File: src/rtl/iop_queue_if.sv
// iop_queue_if: decode/execute handshake bundle for the micro-op issue queue.
//   slave  : the queue itself (takes front-end micro-ops, presents the head to execute)
//   master : the front end / execute side driving requests, pops and flushes
//   CW     : width of the occupancy count q_count
interface iop_queue_if #(
  parameter int CW = 3
);
  logic          id_feed_req;
  logic [31:0]   id_iop;
  logic [2:0]    id_iop_init;
  logic [15:0]   id_arg;
  logic          ex_feed_slot;
  logic          ex_valid;
  logic [31:0]   ex_iop;
  logic [2:0]    ex_iop_init;
  logic [15:0]   ex_arg;
  logic          ex_pop;
  logic          ex_flush;
  logic          q_sf_pending;
  logic [CW-1:0] q_count;

  modport slave (
    input  id_feed_req, id_iop, id_iop_init, id_arg, ex_pop, ex_flush,
    output ex_feed_slot, ex_valid, ex_iop, ex_iop_init, ex_arg, q_sf_pending, q_count
  );

  modport master (
    output id_feed_req, id_iop, id_iop_init, id_arg, ex_pop, ex_flush,
    input  ex_feed_slot, ex_valid, ex_iop, ex_iop_init, ex_arg, q_sf_pending, q_count
  );
endinterface

File: src/rtl/iop_queue.sv
// iop_queue: in-order micro-op issue queue between decode and execute.
//   clk   : single clock, rising edge
//   a_rst : synchronous active-low reset
//   bus   : iop_queue_if slave modport
//           id_*        - micro-op offered by decode (id_iop[21] = writes status flags)
//           ex_feed_slot- queue can take an entry this cycle
//           ex_*        - head entry presented to execute (zero when empty), ex_pop consumes it
//           ex_flush    - discards every entry (redirect)
//           q_sf_pending- some queued entry writes status flags
//           q_count     - occupancy
module iop_queue #(
  parameter int DEPTH = 4,
  parameter int CW    = $clog2(DEPTH + 1)
) (
  input  logic        clk,
  input  logic        a_rst,
  iop_queue_if.slave  bus
);
  localparam int            AW   = $clog2(DEPTH);
  localparam logic [CW-1:0] FULL = CW'(DEPTH);

  logic [31:0]   mem_iop  [DEPTH];
  logic [2:0]    mem_init [DEPTH];
  logic [15:0]   mem_arg  [DEPTH];

  logic [AW-1:0] rp, wp;
  logic [CW-1:0] cnt, sfc;

  logic feed_slot, valid, push, pop, sf_inc, sf_dec;

  // Slot offer is based on registered occupancy only, so a pop in the full
  // cycle frees a slot for the following cycle, not this one.
  assign feed_slot = a_rst & (cnt < FULL);
  assign valid     = (cnt != '0);
  assign push      = bus.id_feed_req & feed_slot;
  assign pop       = bus.ex_pop & valid;
  assign sf_inc    = push & bus.id_iop[21];
  assign sf_dec    = pop & mem_iop[rp][21];

  always_ff @(posedge clk) begin
    if (!a_rst) begin
      rp  <= '0;
      wp  <= '0;
      cnt <= '0;
      sfc <= '0;
    end else if (bus.ex_flush) begin
      rp  <= '0;
      wp  <= '0;
      cnt <= '0;
      sfc <= '0;
    end else begin
      if (push) wp <= wp + AW'(1);
      if (pop)  rp <= rp + AW'(1);
      if (push && !pop)      cnt <= cnt + CW'(1);
      else if (pop && !push) cnt <= cnt - CW'(1);
      if (sf_inc && !sf_dec)      sfc <= sfc + CW'(1);
      else if (sf_dec && !sf_inc) sfc <= sfc - CW'(1);
    end
  end

  // Payload storage is deliberately not reset; occupancy alone decides validity.
  always_ff @(posedge clk) begin
    if (push && !bus.ex_flush) begin
      mem_iop[wp]  <= bus.id_iop;
      mem_init[wp] <= bus.id_iop_init;
      mem_arg[wp]  <= bus.id_arg;
    end
  end

  assign bus.ex_feed_slot = feed_slot;
  assign bus.ex_valid     = valid;
  assign bus.ex_iop       = valid ? mem_iop[rp]  : '0;
  assign bus.ex_iop_init  = valid ? mem_init[rp] : '0;
  assign bus.ex_arg       = valid ? mem_arg[rp]  : '0;
  assign bus.q_sf_pending = (sfc != '0);
  assign bus.q_count      = cnt;
endmodule

File: src/flat_wrapper.sv
// flat-port wrapper written by rule: the top's interface ports become plain ports
module iop_queue_flat 
#(
  parameter int DEPTH = 4,
  parameter int CW    = $clog2(DEPTH + 1)
)
  (clk, a_rst, bus_id_feed_req, bus_id_iop, bus_id_iop_init, bus_id_arg, bus_ex_pop, bus_ex_flush, bus_ex_feed_slot, bus_ex_valid, bus_ex_iop, bus_ex_iop_init, bus_ex_arg, bus_q_sf_pending, bus_q_count);
  iop_queue_if #(.CW(CW)) bus_i ();
  input  logic clk;
  input  logic a_rst;
  input wire logic [$bits(bus_i.id_feed_req)-1:0] bus_id_feed_req;
  input wire logic [$bits(bus_i.id_iop)-1:0] bus_id_iop;
  input wire logic [$bits(bus_i.id_iop_init)-1:0] bus_id_iop_init;
  input wire logic [$bits(bus_i.id_arg)-1:0] bus_id_arg;
  input wire logic [$bits(bus_i.ex_pop)-1:0] bus_ex_pop;
  input wire logic [$bits(bus_i.ex_flush)-1:0] bus_ex_flush;
  output wire logic [$bits(bus_i.ex_feed_slot)-1:0] bus_ex_feed_slot;
  output wire logic [$bits(bus_i.ex_valid)-1:0] bus_ex_valid;
  output wire logic [$bits(bus_i.ex_iop)-1:0] bus_ex_iop;
  output wire logic [$bits(bus_i.ex_iop_init)-1:0] bus_ex_iop_init;
  output wire logic [$bits(bus_i.ex_arg)-1:0] bus_ex_arg;
  output wire logic [$bits(bus_i.q_sf_pending)-1:0] bus_q_sf_pending;
  output wire logic [$bits(bus_i.q_count)-1:0] bus_q_count;
  assign bus_i.id_feed_req = bus_id_feed_req;
  assign bus_i.id_iop = bus_id_iop;
  assign bus_i.id_iop_init = bus_id_iop_init;
  assign bus_i.id_arg = bus_id_arg;
  assign bus_i.ex_pop = bus_ex_pop;
  assign bus_i.ex_flush = bus_ex_flush;
  assign bus_ex_feed_slot = bus_i.ex_feed_slot;
  assign bus_ex_valid = bus_i.ex_valid;
  assign bus_ex_iop = bus_i.ex_iop;
  assign bus_ex_iop_init = bus_i.ex_iop_init;
  assign bus_ex_arg = bus_i.ex_arg;
  assign bus_q_sf_pending = bus_i.q_sf_pending;
  assign bus_q_count = bus_i.q_count;
  iop_queue #(.DEPTH(DEPTH), .CW(CW)) u_core (.clk(clk), .a_rst(a_rst), .bus(bus_i));
endmodule
File: config.mk
export PLATFORM = sky130hd
export DESIGN_NAME = iop_queue_flat
export DESIGN_NICKNAME = d
export VERILOG_FILES = /design/src/rtl/iop_queue_if.sv /design/src/rtl/iop_queue.sv /design/src/flat_wrapper.sv
export SDC_FILE = /design/constraint.sdc
export NUM_CORES = 1
export LEC_CHECK = 0
export ABC_AREA = 0
export ABC_CLOCK_PERIOD_IN_PS = 7000
export CORE_MARGIN = 2
export CORE_UTILIZATION = 30
export DETAILED_ROUTE_END_ITERATION = 12
export PLACE_DENSITY_LB_ADDON = 0.05
export SYNTH_ARGS = -nofsm -noshare
export SYNTH_HDL_FRONTEND = slang
export SYNTH_SLANG_ARGS = --single-unit
File: constraint.sdc
create_clock -name clk -period 7 [get_ports clk]
set_clock_uncertainty 0.2 [all_clocks]
set_input_delay 0.7 -clock clk [delete_from_list [all_inputs] [get_ports clk]]
set_output_delay 0.7 -clock clk [all_outputs]
set_load 0.01 [all_outputs]
==> metrics.txt <==
cts bufs inserted 25; Synth Area in Adders 1.373%; share of layout cells above drive strength 1 17.74%; CTS Hold Buffers Added 0; number of top-level pins 113; clk slew on worst S/H paths 0.06 ns; post-synthesis instance total 389; Final Wtd Congestion 0.6592; xor/xnor share of the synthesized area 0.7312%; Final setup viols 0; Period Utilization, post-route 57.66%; synth-to-layout area growth 27.37%; All-Layer GR Usage 12.12%; most instantiated cells after synthesis edfxtp_1, and2_1, mux4_2; Die Footprint 0.02930 mm^2; Register-to-Register Path Depth 9; final HPWL from detailed placement 9252 um; Clock Sinks 216; RSZ-0062 raised after global routing false; hold_ws 0.2927 ns; VDD IR max 0.0001131 V; GRT Residual Overflow 0; initial DRC count 205; DRC violations left 0; first-pass GRT wire length 26100 um; vias in the first global route 4461; relative slew slack 40.70%; final hold violations 0; core area 0.02763 mm^2; Post-synth EDFFs 204; Final ANT Viol Nets 0; root buf cell clkbuf_16; total routed wirelength 17410 um; min cycle time layout 4.036 ns; CTS tree yes; largest net degree at the start of global routing 52; largest cells by area after synthesis edfxtp_1, mux4_2, and2_1, dfxtp_1, buf_12; worst skew pair latency 0.51 ns; Synth top area share 73.06%; Multi-input gate area 0.001844 mm^2; most common cell in the netlist edfxtp_1; largest family of logic cells by synthesized area multiplexers; area leader, netlist edfxtp_1; Async S/R FF share, synth 0%; initial antenna violation count 1; yosys warns 0; Core Rows 61; syn_nets 453; Unique masters post-synth 27; CP endpoint kind primary output; MaxCap Viol Count 0; DR WL/cell 19.17 um; Top FF cell, synth edfxtp_1; Hold Path Cell Cnt 2; ANT cells 0; Max Fclk 247.7 MHz; register bit count reported by yosys 216; Die H 171.2 um; Pwr Density 278.2 mW/mm^2; mux cell area share after synthesis 14.10%; area of the mapped netlist 0.008384 mm^2; Fill cells 2584; average cell area after synthesis 21.55 um^2; Final #Nets 576; CTS resizes 0; vias per inst 4.372; routed via count 3970; H-tree levels 1; Storage cell area 0.006371 mm^2; Synth Area in Simple Gates 5.223%; Port Buffers 112; TritonRoute pass-1 iters 4; status completed; WP data arrival 3.14 ns; post-synthesis compound-gate area fraction 0.4328%; critical path class flop to primary output; maximum buffer depth of the clock tree 3; Initial Util 30.35%; post-CTS setup buffer count 0; max-slew violations 0; chip width 171.2 um; slew at the pin closest to its max-slew limit 0.8895 ns; crit start category flop; post-synthesis sequential area ratio 75.93%; Required @ worst endpoint 6.10 ns; Final TNS setup 0 ns; worst-path fanout max 32; Min-Delay Path Class flop to flop; Pleak 3.376 nW
cell type report:
class	count	share of cell area, %
flip-flops and latches	216	59.66
multi-input cells	149	17.27
repair buffers	115	10.71
clock buffers	35	6.585
well taps	378	4.429
clock inverters	10	1.172
inverters	5	0.1757
kinds of logic after synthesis:
kind of cell    after synthesis
flops                       216
simple gates                 74
mux                          54
buf+inv                      24
fa+ha+maj                     8
xor+xnor                      7
compound gates                6
state kept, by name, summed over array words and instances (netlist names), named ones only:
signal,count
u_core.mem_init,12
u_core.bus.q_count,3
u_core.mem_iop,128
u_core.wp,2
u_core.rp,2
u_core.sfc,3
u_core.mem_arg,64
worst max-delay path, cell delays in order, from the launching register on:
cell	delay, ns
dfxtp_4	0.62
buf_4	0.67
mux4_1	0.65
and2_1	0.19
clkdlybuf4s50_1	0.49
worst paths after layout:
path                                    start        endpoint  slack (ns)
worst max-delay path                     flop  bus_ex_iop[21]        2.96
worst min-delay path            u_core.sfc[2]   u_core.sfc[2]        0.29
worst max register to register           flop   u_core.sfc[2]        3.39
worst min register to register  u_core.sfc[2]   u_core.sfc[2]        0.29
layout by cell type, fill, tap and decap left out, types with 5 or more instances in the layout:
cell type / n
clkbuf_16: 25
xor2_1: 6
mux4_2: 50
dfxtp_1: 10
inv_1: 5
ha_1: 6
nor2_1: 10
edfxtp_1: 204
clkinv_1: 5
clkdlybuf4s50_1: 112
and2_1: 51
clkbuf_1: 6
layer usage:
metal	part of all wire [%]	vias up	track usage, %
met5	0	-	0
met4	1.9	0	3.685
met3	4.9	23	2.531
met2	50	89	20.46
met1	44	2054	15.76
li1	-	1804	-
report_power, final:
part	internal, W	switching (W)	total, W
clock network	0.000807	0.000490	0.00130
logic	0.000130	0.000106	0.000236
registers	0.00143	0.00000874	0.00144
metrics by stage:
step | instance area (um^2) | std cells | setup WS, ns | util, % | power (W)
finish | 10680 | 908 | 2.964 | 38.65 | 0.002971
global placement | 9851 | 863 | 3.279 | 35.65 | 0.001704
global route | 10680 | 908 | 2.674 | 38.65 | 0.003087
floorplan | 8384 | 389 | 4.118 | - | 0.001569
detailed placement | 9851 | 863 | 3.257 | 35.65 | 0.001707
CTS | 10680 | 908 | 2.810 | 38.65 | 0.003022
Power figures use the tool's default switching activity.
